==> src/rtl/uriscv_bus_arb.sv <==
// uriscv_bus_arb: round-robin arbiter sharing one pipelined bus port among
// NUM_M masters, with an owner FIFO routing in-order responses back.
// Optional bus lock support is compiled in when ARB_LOCK_EN is defined.
module uriscv_bus_arb #(
    parameter int unsigned NUM_M   = 2,
    parameter int unsigned AW      = 32,
    parameter int unsigned DW      = 32,
    parameter int unsigned MAX_OUT = 4
) (
    input  logic                  clk,
    input  logic                  rst,
    input  logic [NUM_M-1:0]      m_req,
    input  logic [NUM_M-1:0]      m_we,
    input  logic [NUM_M*AW-1:0]   m_addr,
    input  logic [NUM_M*DW-1:0]   m_wdata,
    input  logic [NUM_M*DW/8-1:0] m_be,
    input  logic [NUM_M-1:0]      m_lock,
    output logic [NUM_M-1:0]      m_gnt,
    output logic [NUM_M-1:0]      m_rvalid,
    output logic [DW-1:0]         m_rdata,
    output logic                  s_req,
    output logic                  s_we,
    output logic [AW-1:0]         s_addr,
    output logic [DW-1:0]         s_wdata,
    output logic [DW/8-1:0]       s_be,
    input  logic                  s_gnt,
    input  logic                  s_rvalid,
    input  logic [DW-1:0]         s_rdata,
    output logic                  err_o
);

    localparam int unsigned BW = DW / 8;
    localparam int unsigned SW = (NUM_M > 1) ? $clog2(NUM_M) : 1;
    localparam int unsigned PW = $clog2(MAX_OUT);
    localparam int unsigned CW = PW + 1;

    logic [SW-1:0] rr_ptr;
    logic [SW-1:0] rr_sel;
    logic          rr_found;
    logic [SW-1:0] gsel;
    logic          any_req;
    logic [SW-1:0] mux_idx;
    logic          accept;
    logic          pop;
    logic          fifo_full;
    logic          fifo_empty;

    logic [SW-1:0] owner_q [MAX_OUT];
    logic [PW-1:0] wr_ptr;
    logic [PW-1:0] rd_ptr;
    logic [CW-1:0] count;

    // Round-robin search for the first requester at or after rr_ptr
    always_comb begin
        rr_sel   = '0;
        rr_found = 1'b0;
        for (int unsigned k = 0; k < NUM_M; k++) begin
            int unsigned idx;
            idx = (32'(rr_ptr) + k) % NUM_M;
            if (!rr_found && m_req[SW'(idx)]) begin
                rr_sel   = SW'(idx);
                rr_found = 1'b1;
            end
        end
    end

`ifdef ARB_LOCK_EN
    logic          lock_vld;
    logic [SW-1:0] lock_id;

    // A held lock pins selection to its owner, even while the owner is idle
    always_comb begin
        gsel    = lock_vld ? lock_id : rr_sel;
        any_req = lock_vld ? m_req[lock_id] : rr_found;
    end

    // Lock follows the m_lock bit of every accepted transfer
    always_ff @(posedge clk) begin
        if (rst) begin
            lock_vld <= 1'b0;
            lock_id  <= '0;
        end else if (accept) begin
            lock_vld <= m_lock[gsel];
            lock_id  <= gsel;
        end
    end
`else
    logic lock_unused;

    // Lock inputs have no function in the plain round-robin build
    assign lock_unused = ^m_lock;

    // Plain round-robin selection
    always_comb begin
        gsel    = rr_sel;
        any_req = rr_found;
    end
`endif

    // Request issue, grant, response routing and slave-side mux
    always_comb begin
        fifo_full  = (count == CW'(MAX_OUT));
        fifo_empty = (count == '0);
        s_req      = any_req & ~fifo_full & ~rst;
        accept     = s_req & s_gnt;
        pop        = s_rvalid & ~fifo_empty & ~rst;

        m_gnt = '0;
        if (accept) m_gnt[gsel] = 1'b1;

        m_rvalid = '0;
        if (pop) m_rvalid[owner_q[rd_ptr]] = 1'b1;
        m_rdata = s_rdata;

        mux_idx = any_req ? gsel : '0;
        s_we    = m_we[mux_idx];
        s_addr  = m_addr[32'(mux_idx) * AW +: AW];
        s_wdata = m_wdata[32'(mux_idx) * DW +: DW];
        s_be    = m_be[32'(mux_idx) * BW +: BW];
    end

    // Owner storage: one entry per accepted transfer
    always_ff @(posedge clk) begin
        if (accept) owner_q[wr_ptr] <= gsel;
    end

    // Pointers, occupancy, fairness pointer and sticky error
    always_ff @(posedge clk) begin
        if (rst) begin
            rr_ptr <= '0;
            wr_ptr <= '0;
            rd_ptr <= '0;
            count  <= '0;
            err_o  <= 1'b0;
        end else begin
            if (accept) begin
                wr_ptr <= wr_ptr + 1'b1;
                rr_ptr <= (gsel == SW'(NUM_M - 1)) ? '0 : gsel + 1'b1;
            end
            if (pop) rd_ptr <= rd_ptr + 1'b1;
            count <= count + CW'(accept) - CW'(pop);
            if (s_rvalid && fifo_empty) err_o <= 1'b1;
        end
    end

endmodule

==> config.mk <==
export PLATFORM = sky130hd
export DESIGN_NAME = uriscv_bus_arb
export DESIGN_NICKNAME = d
export VERILOG_FILES = /design/src/rtl/uriscv_bus_arb.sv
export SDC_FILE = /design/constraint.sdc
export NUM_CORES = 1
export LEC_CHECK = 0
export ABC_AREA = 1
export BUFFER_PORTS_ARGS = -buffer_cell sky130_fd_sc_hd__buf_2
export CORE_AREA = 2 2 112 114
export DETAILED_ROUTE_END_ITERATION = 7
export DIE_AREA = 0 0 114 116
export PLACE_DENSITY_LB_ADDON = 0.1
export SETUP_SLACK_MARGIN = 0.02
export SLEW_MARGIN = 20
export SYNTH_ARGS = -nofsm -noshare
export SYNTH_HDL_FRONTEND = slang
export SYNTH_SLANG_ARGS = --single-unit
==> constraint.sdc <==
create_clock -name clk -period 4 [get_ports clk]
set_clock_uncertainty 0.05 [all_clocks]
set_input_delay 0.2 -clock clk [delete_from_list [all_inputs] [get_ports clk]]
set_output_delay 0.2 -clock clk [all_outputs]
set_load 0.05 [all_outputs]
* After elaboration in Yosys (flattened, before gate mapping) *
Memories as Yosys holds them, arrays and structs flattened. A register that Yosys moved wholly into a read port is not among the register bits.
Cells that the tools add are included.

word-level totals
  bits in registers = 9
  memory bits (writable) = 4
  bits of input ports = 178
  output and inout bits = 107
  logic and storage cells = 59
  memories = 1

cells by class
  add/subtract/negate cells = 6
  order comparisons = 7
  eq/ne operators = 1
  shifts and indexed selects = 3
  mux-type cells = 22
  bitwise gates (word level) = 8
  reductions and logical operators = 6

memories
  memory   words  bits a word  read ports  clocked after memory_dff  write ports  line  text
  owner_q  4      1            1           1                         1            48    logic [SW-1:0] owner_q [MAX_OUT];

operators with widths
  kind                                                        count
  indexed part select 64 x 7 -> 32 bit                        2
  two-way mux 1 bit                                           16
  less-than comparator 1 x 2 -> 1 bit, second input constant  5
  two-way mux 2 bit                                           4
  indexed part select 8 x 4 -> 4 bit                          1
  AND 1 bit                                                   5
  adder 2 x 1 -> 2 bit, second input constant                 2
  logical AND 1 bit                                           4
  adder 3 x 1 -> 3 bit                                        1
  == test 3 bit, second input constant                        1
  zero test 3 bit                                             1
  inverter 1 bit                                              3
  subtractor 3 x 1 -> 3 bit                                   1
  adder 1 bit, second input constant                          2
  demux 1 bit (select 1 bit)                                  2
  >= comparator 1 bit, second input constant                  2
  zero test 1 bit                                             1

* Longest topological paths before layout *
Gate-level depths: netlist of run 1.

  depth after elaboration = 11
  depth in mapped cells = 13
  depth with buffers taken out = 13

* Worst setup path before layout of run 1 *
OpenSTA, ideal clock, no wires.

  kind = reg2reg
  start = register count[1]
  end = register count[2]
  library setup time = 113 ps
  data arrival time = 1850 ps
  path slack = 1987 ps
  stages on the path, launching flop included = 14
  clock period less this slack = 2013 ps
  cells stage by stage = dfxtp_1 -> nor2_2 -> nand2_1 -> nand3_1 -> inv_1 -> ha_1 -> inv_1 -> ha_1 -> inv_1 -> fa_1 -> xnor2_1 -> nand2_1 -> nand2_1 -> nor2_1

on the way
  elaborated cells on any way between the ends = 11
  classes of those cells = 2 x add/sub; 1 x eq/ne; 7 x bitwise; 1 x reduce/logical

RTL lines
  what                       line  text
  start, declared            51    logic [CW-1:0] count;
  start signal, assigned     141   count <= count + CW'(accept) - CW'(pop);
  zero test 3 bit            103   fifo_empty = (count == '0);
  inverter 1 bit             106   pop = s_rvalid & ~fifo_empty & ~rst;
  AND 1 bit (2 in series)    106
  via pop                    44    logic pop;
  subtractor 3 x 1 -> 3 bit  141

The timed path passes the listed nets, and every way through them passes these cells.
A chain may end at the register's enable or synchronous reset.

* Worst setup path after layout of run 1 *
  start = register rr_ptr
  end = output s_addr[22]

on the way
  cells in the longest elaborated chain, start to end = 8
  elaborated cells on any way between the ends = 13
  classes of those cells = 1 x add/sub; 1 x shift; 9 x mux; 2 x reduce/logical

ends and longest elaborated chain
  what                                                   line  text
  start, declared                                        37    logic [SW-1:0] rr_ptr;
  start signal, assigned                                 138   rr_ptr <= (gsel == SW'(NUM_M - 1)) ? '0 : gsel + 1'b1;
  two-way mux 1 bit (implied by the code) (2 in series)  60    if (!rr_found && m_req[SW'(idx)]) begin
  two-way mux 1 bit                                      60
  zero test 1 bit                                        60
  logical AND 1 bit                                      60
  two-way mux 1 bit                                      60
  two-way mux 1 bit (*)                                  115   mux_idx = any_req ? gsel : '0;
  indexed part select 64 x 7 -> 32 bit (*)               117   s_addr = m_addr[32'(mux_idx) * AW +: AW];
  end, declared                                          23    output logic [AW-1:0] s_addr,

Mark *: on every way between the ends. The rest lies on a longest branch, timed or not. The select of a mux whose other input is x is not followed.

==> impl_results.md, run 1 <==
- Status: finished, final reports clean
- Origin of the worst setup path: rr_ptr
- Die area: 0.01322 mm²
- Finished Cell Area: 0.002898 mm²
- Critical path class: flip-flop to primary output
- Fin. max-slew vios: 0
- Root Driver: clkbuf_16
- TritonCTS Buffers: 3
- Yosys warns: 0
- Slew HR: 40.86%
- ANT cells: 0
- Reg power frac: 19.1%
- DRC violations left: 0
- Fin cells: 674
- Cell area after synthesis: 0.001849 mm²
- Async SR Flop Fraction: 0%
- Final setup margin: 1.588 ns
- Worst Path Required: 3.75 ns
- Synth Area in Compound Gates: 1.759%
- Mapped Nets: 535
- Setup_tns: 0 ns
- Fill cells: 1410
- Cell variety after synth: 20
- Fin crit share: 60.31%
- Fin. Hold Viols: 0
- Combinational share of power: 63.1%
- Largest cells by area after synthesis: nand2_1 (45%), buf_4 (13%), dfxtp_1 (12%)
- Post CTS Setup Buffer Count: 0
- CP Max Fanout: 56
- DP HPWL: 6.774 mm
- Routed WL: 7.992 mm
- Clock share of power: 17.8%
- Switching share of power: 53.42%
- Clock tree buffer depth: 2
- Pin count of the biggest net entering global routing: 71
- Xor and xnor area share after synthesis: 0.4736%
- Seq/Total Area, Yosys: 18.40%
- GR Overflow Total: 0
- Reg2reg start: count[1]
- Max Fclk: 414.5 MHz
- Ys flop type: dfxtp_1
- Hold path startpoint: rst
- Worst-Skew Late Latency: 0.25 ns
- Share of cells above drive strength 1: 43.64%
- Startpoint types: flip-flop
- Vias in the first global route: 2264
- Cell taking the most area after synthesis: nand2_1
- Clock Sinks: 15
- Mean area per synthesized cell: 5.284 µm²
- Setup crit end kind: primary output
- Top cell type's share of synthesized area: 45.06%
- Die span in x: 114 µm
- Initial antenna violation count: 1
- Drt pass-1 iters: 4
- Ports: 285
- Largest family of logic cells by synthesized area: simple AND/OR/NAND/NOR gates
- Sw power: 0.5840 mW
- Worst min path class: primary input to flip-flop
- RSZ-0062 raised after global routing: false
- Global-route wire length before repair: 11.65 mm
- EDFF count, synth: 4
- Post-CTS Hold Buffers: 0
- Multiplexer share of the synthesized area: 0%
- GRT Total Usage: 10.97%
- Routability Congestion: 0.7353
- Synth Area in Simple Gates: 52.37%
- Yosys reg bits: 15
- Data arrival, critical path: 2.16 ns
- Total power: 1.093 mW
- Most frequent cell after synthesis: nand2_1
- Setup violators final: 0
- CTS tree: done
- Wirelength per Cell: 11.86 µm
- Placed insts: 670
- Place WS: 1.789 ns
- Layout area overhead: 56.70%
- Area after DPL: 0.002818 mm²
- Die height: 116 µm
- Post-Synth Adder-Cell Area: 5.142%
- P_leak: 1.908 nW
- Min Hold Slack: 0.1682 ns
- Min Tclk post-route: 2.412 ns
- Internal power: 0.5093 mW
- Total Nets Final: 713
- Clock transition at the registers of the reported paths: 0.05 ns
- Commonest cells post-synth: nand2_1 (222), buf_4 (32), inv_1 (20)
- Port Buf Inserts: 218
- Placeable Area: 0.01191 mm²
- Vias per cell: 3.788
- H-tree levels: 1
- Routed vias: 2553
- Max Cap Violations: 0
- Rows: 40
- Worst Tran Pin Value: 0.8870 ns
- Initial core utilization: 15.53%
- Cell count after synthesis: 350
- Power Density: 377.3 mW/mm²
- DRT iter0 DRCs: 76
- Cts repair resizes: 0
- Final core occ: 24.33%
- Routed Antenna Nets: 0
- Maximum vdd drop: 0.1454 mV
[cell type report]
cell class	count	area (µm²)	share of cell area, %
sequential	15	340.3	11.74
tap	147	183.9	6.347
timing repair buffer	220	1106	38.17
clock buffer	3	75.07	2.591
multi-input combinational	266	1105	38.13
inverter	22	82.58	2.850
clock inverter	1	5.005	0.1727
[layer usage]
metal | vias to the layer above | part of all wire [%] | GRT usage (%)
li1 | 1362 | - | -
met2 | 130 | 52 | 19.68
met4 | 2 | 0.65 | 2.033
met1 | 1050 | 38 | 12.45
met3 | 9 | 9.9 | 4.341
met5 | - | 0.20 | 0
[cells in the final DEF (no fill, tap or decap), types with 2 or more instances in the layout]
cell type  instances
nand4_1            2
nand3_1            4
inv_2              2
buf_4              2
nand2_1          222
nand2_2            2
edfxtp_1           4
dfxtp_1           11
ha_1               6
buf_2            218
inv_1             20
clkbuf_16          3
nor2_1            19
a21oi_1            4
nor2_2             2
[cells by family after synthesis]
| logic type | count (synthesis) |
|---|---|
| AO/OA/AOI/OAI | 6 |
| XOR/XNOR | 1 |
| adder cells (fa/ha/maj) | 7 |
| buffers and inverters | 69 |
| flip-flops | 15 |
| AND/OR/NAND/NOR | 252 |
[power by group through the flow]
stage / Clock [mW] / Combinational (mW) / Sequential (mW)
floorplan: 0 / 0.582 / 0.217
global placement: 0 / 0.700 / 0.212
detailed placement: 0 / 0.701 / 0.211
CTS: 0.202 / 0.702 / 0.209
global route: 0.205 / 0.763 / 0.213
finish: 0.194 / 0.690 / 0.209
[worst max-delay path: stages, from the launching register on]
cell and delay (ns):
dfxtp_1 0.30, inv_1 0.04, nand2_1 0.06, nand2_2 0.06, inv_2 0.62, buf_4 0.37, nand2_1 0.08, nand2_1 0.08
buf_2 0.26
[final timing paths]
kind | endpoint | slack (ns) | cells past startpoint
setup / recovery | s_addr[22] | 1.59 | 8
hold / removal | count[0] | 0.17 | 2
setup reg to reg | count[2] | 1.82 | 13
hold reg to reg | err_o | 0.40 | 2
Note: power is estimated with default switching activity, not from simulation.
==> inputs of run 2 (changes only) <==
--- a/config.mk
+++ b/config.mk
@@ -7,9 +7,9 @@
 export LEC_CHECK = 0
 export ABC_AREA = 1
 export BUFFER_PORTS_ARGS = -buffer_cell sky130_fd_sc_hd__buf_2
-export CORE_AREA = 2 2 112 114
+export CORE_AREA = 2 2 109 111
 export DETAILED_ROUTE_END_ITERATION = 7
-export DIE_AREA = 0 0 114 116
+export DIE_AREA = 0 0 111 113
 export PLACE_DENSITY_LB_ADDON = 0.1
 export SETUP_SLACK_MARGIN = 0.02
 export SLEW_MARGIN = 20
==> constraint.sdc (replaced) <==
create_clock -name clk -period 2.4 [get_ports clk]
set_clock_uncertainty 0.05 [all_clocks]
set_input_delay 0.12 -clock clk [delete_from_list [all_inputs] [get_ports clk]]
set_output_delay 0.12 -clock clk [all_outputs]
set_load 0.05 [all_outputs]
==> impl_results.md, run 2 (synthesis gave the netlist of run 1 again) <==
- Power Density: 630.2 mW/mm²
- TritonCTS Buffers: 3
- GR Overflow Total: 0
- Global-route wire length before repair: 12.24 mm
- Register area: 340.3 µm²
- Vias per cell: 3.865
- Ports: 285
- Clock transition at the registers of the reported paths: 0.05 ns
- Post CTS Setup Buffer Count: 0
- Wirelength per Cell: 12.16 µm
- DRT iter0 DRCs: 67
- Layout area overhead: 60.62%
- Routed Antenna Nets: 0
- Vias in the first global route: 2427
- Placeable Area: 0.01127 mm²
- Die area: 0.01254 mm²
- ANT cells: 0
- Routability Congestion: 0.7260
- Clock Sinks: 15
- Data arrival, critical path: 2.26 ns
- Worst min path class: primary input to flip-flop
- Die span in x: 111 µm
- Startpoint types: flip-flop
- Slew HR: 52.49%
- Hold path startpoint: rst
- Share of cells above drive strength 1: 44.05%
- Status: finished, final reports clean
- Routed vias: 2597
- Min Hold Slack: 0.07719 ns
- Max Cap Violations: 0
- P_leak: 1.938 nW
- Worst path cell trace: nor2_2 -> nand2_1 -> nand3_1 -> inv_1 -> ha_1 -> inv_1 -> ha_1 -> inv_1 -> fa_1 -> xnor2_2 -> nand2_1 -> nand2_1 -> nor2_1
- Fin. Hold Viols: 0
- Commonest non-fill, non-tap cell in the layout: nand2_1
- Setup crit end kind: flip-flop
- Multi-input gate area: 0.001112 mm²
- Worst Tran Pin Value: 0.7127 ns
- Routed WL: 8.173 mm
- Max Fclk: 461.1 MHz
- Setup_tns: 0 ns
- Initial antenna violation count: 1
- Root Driver: clkbuf_16
- Clock tree buffer depth: 2
- Crit-path max cell delay: 0.40 ns
- Origin of the worst setup path: count[1]
- Slowest cell on the critical path: fa_1
- Most frequent cells in the layout: nand2_1 (222), buf_2 (216), inv_1 (20), nor2_1 (19), dfxtp_1 (11)
- CP Max Fanout: 4
- Rows: 39
- Die height: 113 µm
- Post-CTS Hold Buffers: 0
- Setup violators final: 0
- Critical path class: flip-flop to flip-flop
- Total Nets Final: 715
- CTS tree: done
- Fill cells: 1303
- Initial core utilization: 16.41%
- DRC violations left: 0
- Fin. max-slew vios: 0
- Maximum vdd drop: 0.3347 mV
- Reg2reg start: count[1]
- GRT Total Usage: 12.04%
- Pin count of the biggest net entering global routing: 71
- H-tree levels: 1
- Min Tclk post-route: 2.169 ns
- RSZ-0062 raised after global routing: false
- Worst Path Required: 2.50 ns
- DP HPWL: 7.093 mm
- Drt pass-1 iters: 4
- Fin crit share: 90.37%
- R2R setup slack: 0.23 ns
- Port Buf Inserts: 218
- Worst-Skew Late Latency: 0.25 ns
[run 2: cell count changes in the layout (fill, tap and decap cells not counted)]
cell	delta
buf_2	-2
xnor2_1	-1
xnor2_2	+1
buf_12	+4
[run 2: area by class of cell]
| class | count | share of cell area [%] |
|---|---|---|
| clock buffer | 3 | 2.527 |
| inverter | 22 | 2.780 |
| timing repair buffer | 222 | 39.60 |
| tap | 143 | 6.024 |
| multi-input combinational | 266 | 37.45 |
| clock inverter | 1 | 0.1685 |
| sequential | 15 | 11.46 |
[run 2: layer usage]
| layer | vias up | track usage (%) | wire, µm |
|---|---|---|---|
| li1 | 1363 | - | - |
| met1 | 1095 | 12.81 | 2975 |
| met2 | 131 | 22.21 | 4238 |
| met3 | 6 | 5.410 | 898 |
| met4 | 2 | 2.250 | 45 |
| met5 | - | 0 | 13 |
[run 2: repair_timing]
action / CTS / global route
hold endpoints to repair: 0 / 0
resized for setup: 0 / 1
setup endpoints to repair: 0 / 1
[run 2: critical path: cells and delay by family, from the launching register on]
kind	cells	cell delay, ns
XOR/XNOR	1	0.16
adder cells (fa/ha/maj)	3	0.81
buffers and inverters	3	0.16
flip-flops	1	0.34
AND/OR/NAND/NOR	6	0.54
[run 2: per-stage QoR]
stage	setup slack [ns]	instances	utilization [%]	power [mW]	instance area (µm²)
final	0.2312	672	26.35	1.872	2970
after global routing	0.02266	672	26.35	2.006	2970
after CTS	0.1884	672	26.28	1.885	2963
after detailed placement	0.2150	668	25.57	1.542	2883
after global placement	0.2028	668	25.57	1.542	2883
after floorplan	0.3870	350	-	1.332	1849
[run 2: power by group]
| group | switching, mW | internal, mW | total (mW) |
|---|---|---|---|
| combinational | 0.841 | 0.348 | 1.19 |
| sequential | 0.0386 | 0.311 | 0.350 |
| clock | 0.110 | 0.223 | 0.333 |
[run 2: final timing paths]
path | to | cells past startpoint
max reg2reg | count[2] | 13
min | err_o | 2
min reg2reg | err_o | 2
max | count[2] | 13
